### src/rtl/riscv_fetch_unit.sv
// RISC-V instruction fetch stage: owns the fetch PC, keeps at most one word read
// in flight, and buffers returned words with their PCs in a 2-entry FIFO for decode.
module riscv_fetch_unit #(
    parameter logic [31:0] RESET_PC   = 32'h0000_0000,
    parameter int          FIFO_DEPTH = 2
) (
    input  logic        clk,
    input  logic        rst,
    output logic        imem_req_valid,
    input  logic        imem_req_ready,
    output logic [31:0] imem_req_addr,
    input  logic        imem_rsp_valid,
    input  logic [31:0] imem_rsp_data,
    input  logic        redirect,
    input  logic [31:0] redirect_pc,
    output logic        instr_valid,
    input  logic        instr_ready,
    output logic [31:0] instr,
    output logic [31:0] instr_pc
);

    localparam int PTR_W = $clog2(FIFO_DEPTH);
    localparam int CNT_W = $clog2(FIFO_DEPTH + 1);

    typedef enum logic [1:0] {
        REQ,
        WAIT,
        DROP
    } state_t;

    state_t             state_q, state_d;
    logic [31:0]        fetch_pc_q, fetch_pc_d;
    logic [31:0]        req_pc_q;

    logic [31:0]        buf_pc   [FIFO_DEPTH];
    logic [31:0]        buf_data [FIFO_DEPTH];
    logic [PTR_W-1:0]   rd_ptr_q, wr_ptr_q;
    logic [CNT_W-1:0]   count_q;

    logic               req_fire;
    logic               push;
    logic               pop;
    logic [31:0]        redirect_target;

    // The reset term keeps the request low while reset is held, even though
    // the registered state already sits in REQ with an empty buffer.
    assign imem_req_valid  = rst && (state_q == REQ) && (count_q < CNT_W'(FIFO_DEPTH));
    assign imem_req_addr   = fetch_pc_q;
    assign req_fire        = imem_req_valid && imem_req_ready;

    assign instr_valid     = (count_q != '0);
    assign instr           = buf_data[rd_ptr_q];
    assign instr_pc        = buf_pc[rd_ptr_q];

    // A redirect empties the buffer, so neither a returning word nor a pop lands.
    assign push            = (state_q == WAIT) && imem_rsp_valid && !redirect;
    assign pop             = instr_valid && instr_ready && !redirect;
    assign redirect_target = redirect_pc & ~32'h3;

    // NOTE: every variable driven here gets a default first so no latch is inferred.
    always_comb begin
        state_d    = state_q;
        fetch_pc_d = fetch_pc_q;

        case (state_q)
            REQ: begin
                if (req_fire) begin
                    state_d    = WAIT;
                    fetch_pc_d = fetch_pc_q + 32'd4;
                end
            end
            WAIT: begin
                if (imem_rsp_valid) begin
                    state_d = REQ;
                end
            end
            DROP: begin
                if (imem_rsp_valid) begin
                    state_d = REQ;
                end
            end
            default: state_d = REQ;
        endcase

        // Redirect overrides the normal flow; an in-flight read becomes wrong-path.
        if (redirect) begin
            fetch_pc_d = redirect_target;
            case (state_q)
                REQ:     state_d = req_fire ? DROP : REQ;
                WAIT,
                DROP:    state_d = imem_rsp_valid ? REQ : DROP;
                default: state_d = REQ;
            endcase
        end
    end

    // NOTE: sequential state uses non-blocking assignments so every register
    // samples the pre-edge values of its neighbours.
    always_ff @(posedge clk or negedge rst) begin
        if (!rst) begin
            state_q    <= REQ;
            fetch_pc_q <= RESET_PC;
            req_pc_q   <= '0;
        end else begin
            state_q    <= state_d;
            fetch_pc_q <= fetch_pc_d;
            if (req_fire) begin
                req_pc_q <= fetch_pc_q;
            end
        end
    end

    // NOTE: the buffer storage is reset because instr/instr_pc must read zero
    // out of reset; it is only two entries, so this stays cheap.
    always_ff @(posedge clk or negedge rst) begin
        if (!rst) begin
            rd_ptr_q <= '0;
            wr_ptr_q <= '0;
            count_q  <= '0;
            for (int i = 0; i < FIFO_DEPTH; i++) begin
                buf_pc[i]   <= '0;
                buf_data[i] <= '0;
            end
        end else if (redirect) begin
            rd_ptr_q <= '0;
            wr_ptr_q <= '0;
            count_q  <= '0;
        end else begin
            if (push) begin
                buf_pc[wr_ptr_q]   <= req_pc_q;
                buf_data[wr_ptr_q] <= imem_rsp_data;
                wr_ptr_q           <= wr_ptr_q + PTR_W'(1);
            end
            if (pop) begin
                rd_ptr_q <= rd_ptr_q + PTR_W'(1);
            end
            case ({push, pop})
                2'b10:   count_q <= count_q + CNT_W'(1);
                2'b01:   count_q <= count_q - CNT_W'(1);
                default: count_q <= count_q;
            endcase
        end
    end

endmodule

### config.mk
export PLATFORM = sky130hd
export DESIGN_NAME = riscv_fetch_unit
export DESIGN_NICKNAME = d
export VERILOG_FILES = /design/src/rtl/riscv_fetch_unit.sv
export SDC_FILE = /design/constraint.sdc
export NUM_CORES = 1
export LEC_CHECK = 0
export ABC_AREA = 1
export CORE_UTILIZATION = 53
export CTS_BUF_LIST = sky130_fd_sc_hd__clkbuf_16
export DETAILED_ROUTE_END_ITERATION = 10
export PLACE_DENSITY_LB_ADDON = 0.3
export SYNTH_ARGS = -nofsm -noshare
export SYNTH_HDL_FRONTEND = slang
export SYNTH_SLANG_ARGS = --single-unit
### constraint.sdc
create_clock -name clk -period 1.9 [get_ports clk]
set_input_delay 0.285 -clock clk [delete_from_list [all_inputs] [get_ports clk]]
set_output_delay 0.285 -clock clk [all_outputs]
set_load 0.01 [all_outputs]
---- Yosys cells after proc, flatten, opt, wreduce, memory -nomap -nowiden ----
Index checks and enable logic that the tools add are counted.
storage, ports and cells
  logic and storage cells ................. 74
  input port bits ......................... 70
  flip-flop bits (word level) ............. 198
  output and inout bits ................... 98
operators by class
  bitwise operators ....................... 3
  eq/ne operators ......................... 6
  add/subtract/negate cells ............... 5
  mux-type cells .......................... 26
  reductions and logical operators ........ 20
  $lt $le $gt $ge ......................... 4
operators with widths
  operator               number
  $mux 32                10
  $bwmux 64              2
  $add 32x3->32 const B  1
  $demux 32 s1           1
  $mux 2                 6
  $pmux 2 s2             3
  $reduce_bool 2->1      5
  $logic_and 1x1->1      8
  $reduce_and 2->1       3
  $eq 2x1->1 const B     2
  $eq 2x2->1 const B     2
  $ge 2x2->1 const B     2
  $mux 1                 4
  $not 1->2              2
  $ne 3x1->1 const B     1
  $ne 3x3->1 const B     1
  $reduce_bool 3->1      1
  $add 1x1->1 const B    2
  $add 2x1->2 const B    1
  $logic_not 2->1        1
  $lt 2x1->1 const B     1
  $lt 2x2->1 const B     1
  $reduce_or 2->1        1
  $sub 2x1->2 const B    1
  other kinds (2)        2

---- Longest topological paths before layout ----
  word-level depth ........................ 7
  depth in mapped cells ................... 10
  gate-level depth less buffers ........... 9

---- Worst setup path after synthesis ----
OpenSTA, ideal clock, no wires.
  kind .................................... register to register
  start point ............................. register state_q[0]
  end point ............................... register fetch_pc_q[6] (netlist: imem_req_addr[6])
  data arrival time ....................... 1.436 ns
  buffers on the path ..................... 2
  slack ................................... 0.377 ns
  period minus slack after synthesis ...... 1.523 ns
  setup time .............................. 0.087 ns
  required time ........................... 1.813 ns
  stages on the path, launching flop included .. 11
  cells stage by stage .................... dfrtp_1 -> inv_1 -> ha_1 -> nand2_1 -> nor2_4 -> nand2_2 -> buf_6 -> nor2_8 -> buf_6 -> nand2_1 -> o211ai_1
between the ends
  word-level cells in the longest chain between the ends .. 6
  elaborated cells on any way between the ends .. 7
ends and longest elaborated chain
  item                            RTL line  text
  start, declared                 31        state_t state_q, state_d;
  start signal, assigned          105       state_q <= state_d;
  $logic_not 2->1                 47        assign imem_req_valid = rst && (state_q == REQ) && (count_q < CNT_W'(FIFO_DEPTH));
  $logic_and 1x1->1 (2 in a row)  47
  via imem_req_valid              9         output logic imem_req_valid,
  $logic_and 1x1->1               49        assign req_fire = imem_req_valid && imem_req_ready;
  $reduce_bool 2->1 (no line)     --
  $reduce_and 2->1 (no line)      --
  end signal, assigned            106       fetch_pc_q <= fetch_pc_d;
  end, declared                   32        logic [31:0] fetch_pc_q, fetch_pc_d;
The timed path passes the listed nets, and every way through them passes these cells.
A chain may end at the register's enable or synchronous reset.

---- Worst setup path in the final report ----
  start point ............................. register rd_ptr_q
  end point ............................... output port instr_pc[21]
between the ends
  word-level cells in the longest chain between the ends .. 4
ends and longest elaborated chain
  item                                        RTL line  text
  start, declared                             37        logic [PTR_W-1:0] rd_ptr_q, wr_ptr_q;
  start signal, assigned                      135       rd_ptr_q <= rd_ptr_q + PTR_W'(1);
  $not 1->2 (not written as such)             53        assign instr_pc = buf_pc[rd_ptr_q];
  $mux 32 (not written as such) (3 in a row)  53
  end, declared                               19        output logic [31:0] instr_pc
Every way passes these cells. The select of a mux whose other input is x is not followed.

==> reports/results.tsv <==
metric	value	unit
XOR/XNOR Fraction of Synth Area	0.00781	
Worst Setup SP	rd_ptr_q	
routed vias	7942	
max-slew violations	0	
adder-cell share of the synthesized area	0.00558	
Setup crit end	instr_pc[21]	
Internal Power	9.17	mW
Placement Setup Slack	0.0433	ns
crit path time final	1.90	ns
total of warnings raised by yosys	0	
clock sink total	190	
Worst EP required	1.62	ns
FF-to-FF End	imem_req_addr[24]	
fin area	11400	µm²
Critical Path Start Type	register	
transition time of the tightest slew-check pin	0.813	ns
hold_buf cts	0	
Worst Path Arrival	1.61	ns
layout cell share with drive strength beyond 1	0.0959	
DRC	0	
vias per cell	5.11	
CP delay by family, top	buffers and inverters	
library cells used by synthesis	25	
endpoints failing setup	0	
chip width	132	µm
# diodes	0	
Final WS setup	0.00361	ns
worst hold margin	-0.0490	ns
core area	16500	µm²
initial antenna violation count	0	
cells after synthesis	1169	
clk_skew	0.0113	ns
clock slew at reported path FFs	0.07	ns
gr usage total	0.264	
slowest cell on the critical path	dfrtp_2	
CTS tree	done	
Stages on worst setup path	6	
Synth Cell Area	8970	µm²
die area	17400	µm²
clk_lat worst skew	0.43	ns
r2r worst-path depth	8	
maximum vdd drop	0.000863	V
fmax	527	MHz
routability cong.	0.937	
post-synthesis mux area share	0	
P_sw	4.93	mW
Leak Pwr	5.96	nW
Critical R2R Launch	imem_req_addr[2]	
first-pass GRT wire length	36000	µm
Final Routed Wirelength	22700	µm
Pwr per Cell Area	1230	nW/µm²
outcome	finished with violations	
crit end category	output pin	
Initial DRT Pass Iterations	5	
Max transition margin	0.458	
Final ANT Viol Nets	0	
crit-path cells	buf_6 > buf_6 > buf_16 > nand2_1 > nand2_1 > buf_2	
vias in the first global route	7272	
Fin. Hold Viols	10	
largest family of logic cells by synthesized area	simple AND/OR/NAND/NOR gates	
post-synthesis compound-gate area fraction	0.105	
Total Nets Final	1396	
Synth Area in Simple Gates	0.269	
critical path type	reg -> out	
Max-Cap Viols	0	
crit path max fanout	17	
CTS buffer count	17	
fillcell total	1377	
dpl cell area	10800	µm²
Sw Share	0.350	
Top-Level Pins	168	
IO Port Bufs	161	
DP HPWL	14500	µm
Bufs on Longest Clock Path	2	
Initial Util	0.543	
Clock power frac	0.240	
final cycle utilization of the critical path	0.998	
wire per inst	14.6	µm
sequential power share	0.420	
failing checks	negative hold slack	
Die H	132	µm
CP peak stage delay	0.46	ns
Layout area overhead	27.3	%
maximum number of pins on one net before global-route repair	139	
DR iter-0 viols	531	
gr ovfl total	0	
row count	47	
unrepaired setup endpoints after global routing	yes	
CTS root buffer	clkbuf_16	
Synth Area per Inst	7.67	µm²
sequential-to-total area share from yosys stat	0.530	
H-tree depth	4	
worst reg2reg setup slack	0.05	ns
Crit path buffers/inverters	4	
Hold Crit Class	in -> async	
Comb power frac	0.339	
FF+latch count, synth	190	
-- how the worst min path moves through the flow --
stage	startpoint	endpoint	slack [ns]	depth (start not counted)
floorplan	rst	buf_data[0]	-0.01	0
global placement	req_pc_q[21]	req_pc_q[21]	0.46	2
detailed placement	buf_pc[3]	buf_pc[3]	0.47	2
CTS	rst	count_q[0]	0.05	2
global route	rst	buf_data[25]	0.009	2
finish	rst	buf_data[25]	-0.05	2
-- worst register-to-register path, stage by stage, from the launching register on --
cell	delay (ns)
dfrtp_1	0.43
ha_1	0.22
nand2_1	0.08
nor2_2	0.20
nand2_1	0.16
nor2_1	0.36
nand3_1	0.13
nand3_1	0.11
nand2_1	0.05
-- logic make-up (layout without fill, tap and decap cells) --
kind of cell	after synthesis	in the layout
AOI/OAI and AO/OA	187	187
buffers and inverters	177	340
adders and majority gates	4	4
DFF	190	190
xor gates and xnor gates	8	8
other	1	4
and+or+nand+nor	602	602
-- cell type report --
type	count	area, µm²	area share
Timing Repair inverter	1	7.51	0.000658
Inverter	119	453	0.0397
Clock inverter	15	129	0.0113
Clock buffer	17	425	0.0373
Tap cell	220	275	0.0241
Sequential cell	190	4760	0.417
Timing Repair Buffer	188	1850	0.162
Multi-Input combinational cell	805	3510	0.308
-- cell usage after synthesis, drive strengths merged --
| master | number | area share |
|---|---|---|
| inv | 119 | 0.050 |
| buf | 28 | 0.020 |
| xor2 | 5 | 0.0049 |
| nand4 | 1 | 0.00070 |
| ha | 4 | 0.0056 |
| nand2 | 501 | 0.21 |
| xnor2 | 3 | 0.0029 |
| nand3 | 49 | 0.027 |
| nor3 | 2 | 0.0011 |
| o21ai | 176 | 0.098 |
| conb | 1 | 0.00042 |
| dfrtp | 190 | 0.53 |
| and2 | 3 | 0.0021 |
| o211ai | 1 | 0.00084 |
| nor2 | 46 | 0.026 |
| a21oi | 10 | 0.0056 |
| clkbuf | 30 | 0.013 |
-- sequential cells by signal (all words and copies together) (netlist names) --
name	cells
count_q	2
state_q	2
rd_ptr_q	1
buf_data	64
imem_req_addr	30
wr_ptr_q	1
buf_pc	60
req_pc_q	30
-- what timing repair did --
| item | in CTS | in global routing |
|---|---|---|
| setup buffers | 3 | 1 |
| resized for setup | 146 | 65 |
| setup endpoints to repair | 64 | 59 |
| cloned | 3 | 3 |
-- routing by layer --
| metal | vias to the layer above | wire length (µm) | track usage |
|---|---|---|---|
| li1 | 3935 | - | - |
| met1 | 3663 | 9840 | 0.354 |
| met2 | 304 | 10700 | 0.424 |
| met3 | 40 | 1510 | 0.0427 |
| met4 | 0 | 625 | 0.118 |
| met5 | - | 0 | 0 |
-- power by group through the flow --
stage | Sequential [mW] | Clock, mW | Combinational (mW)
finish | 5.93 | 3.39 | 4.78
global route | 6.05 | 3.56 | 5.32
CTS | 5.91 | 3.45 | 4.80
detailed placement | 5.96 | 0 | 4.88
global placement | 5.91 | 0 | 4.75
floorplan | 5.82 | 0 | 2.53
-- cells in the final DEF, fill, tap and decap left out, drive strengths merged --
cell             n
nand2          501
clkdlybuf4s50   96
nand4            1
xor2             5
ha               4
a21oi           10
nand3           49
conb             4
inv            121
bufinv           2
nor3             2
clkinvlp         5
dfrtp          190
and2             3
buf             55
clkbuf          38
dlymetal6s2s    14
o21ai          176
clkinv           7
dlygate4sd2      2
o211ai           1
nor2            46
xnor2            3
-- stage by stage --
stage | utilization | total power [mW] | TNS [ns] | std cells | hold WS, ns
floorplan | - | 8.35 | 0 | 1172 | -0.0106
finish | 0.691 | 14.1 | 0 | 1555 | -0.0490
CTS | 0.689 | 14.2 | -2.19 | 1551 | 0.0497
global placement | 0.655 | 10.7 | 0 | 1513 | 0.465
global route | 0.691 | 14.9 | -0.130 | 1555 | 0.00889
detailed placement | 0.655 | 10.8 | 0 | 1513 | 0.473
Power figures use the tool's default switching activity.
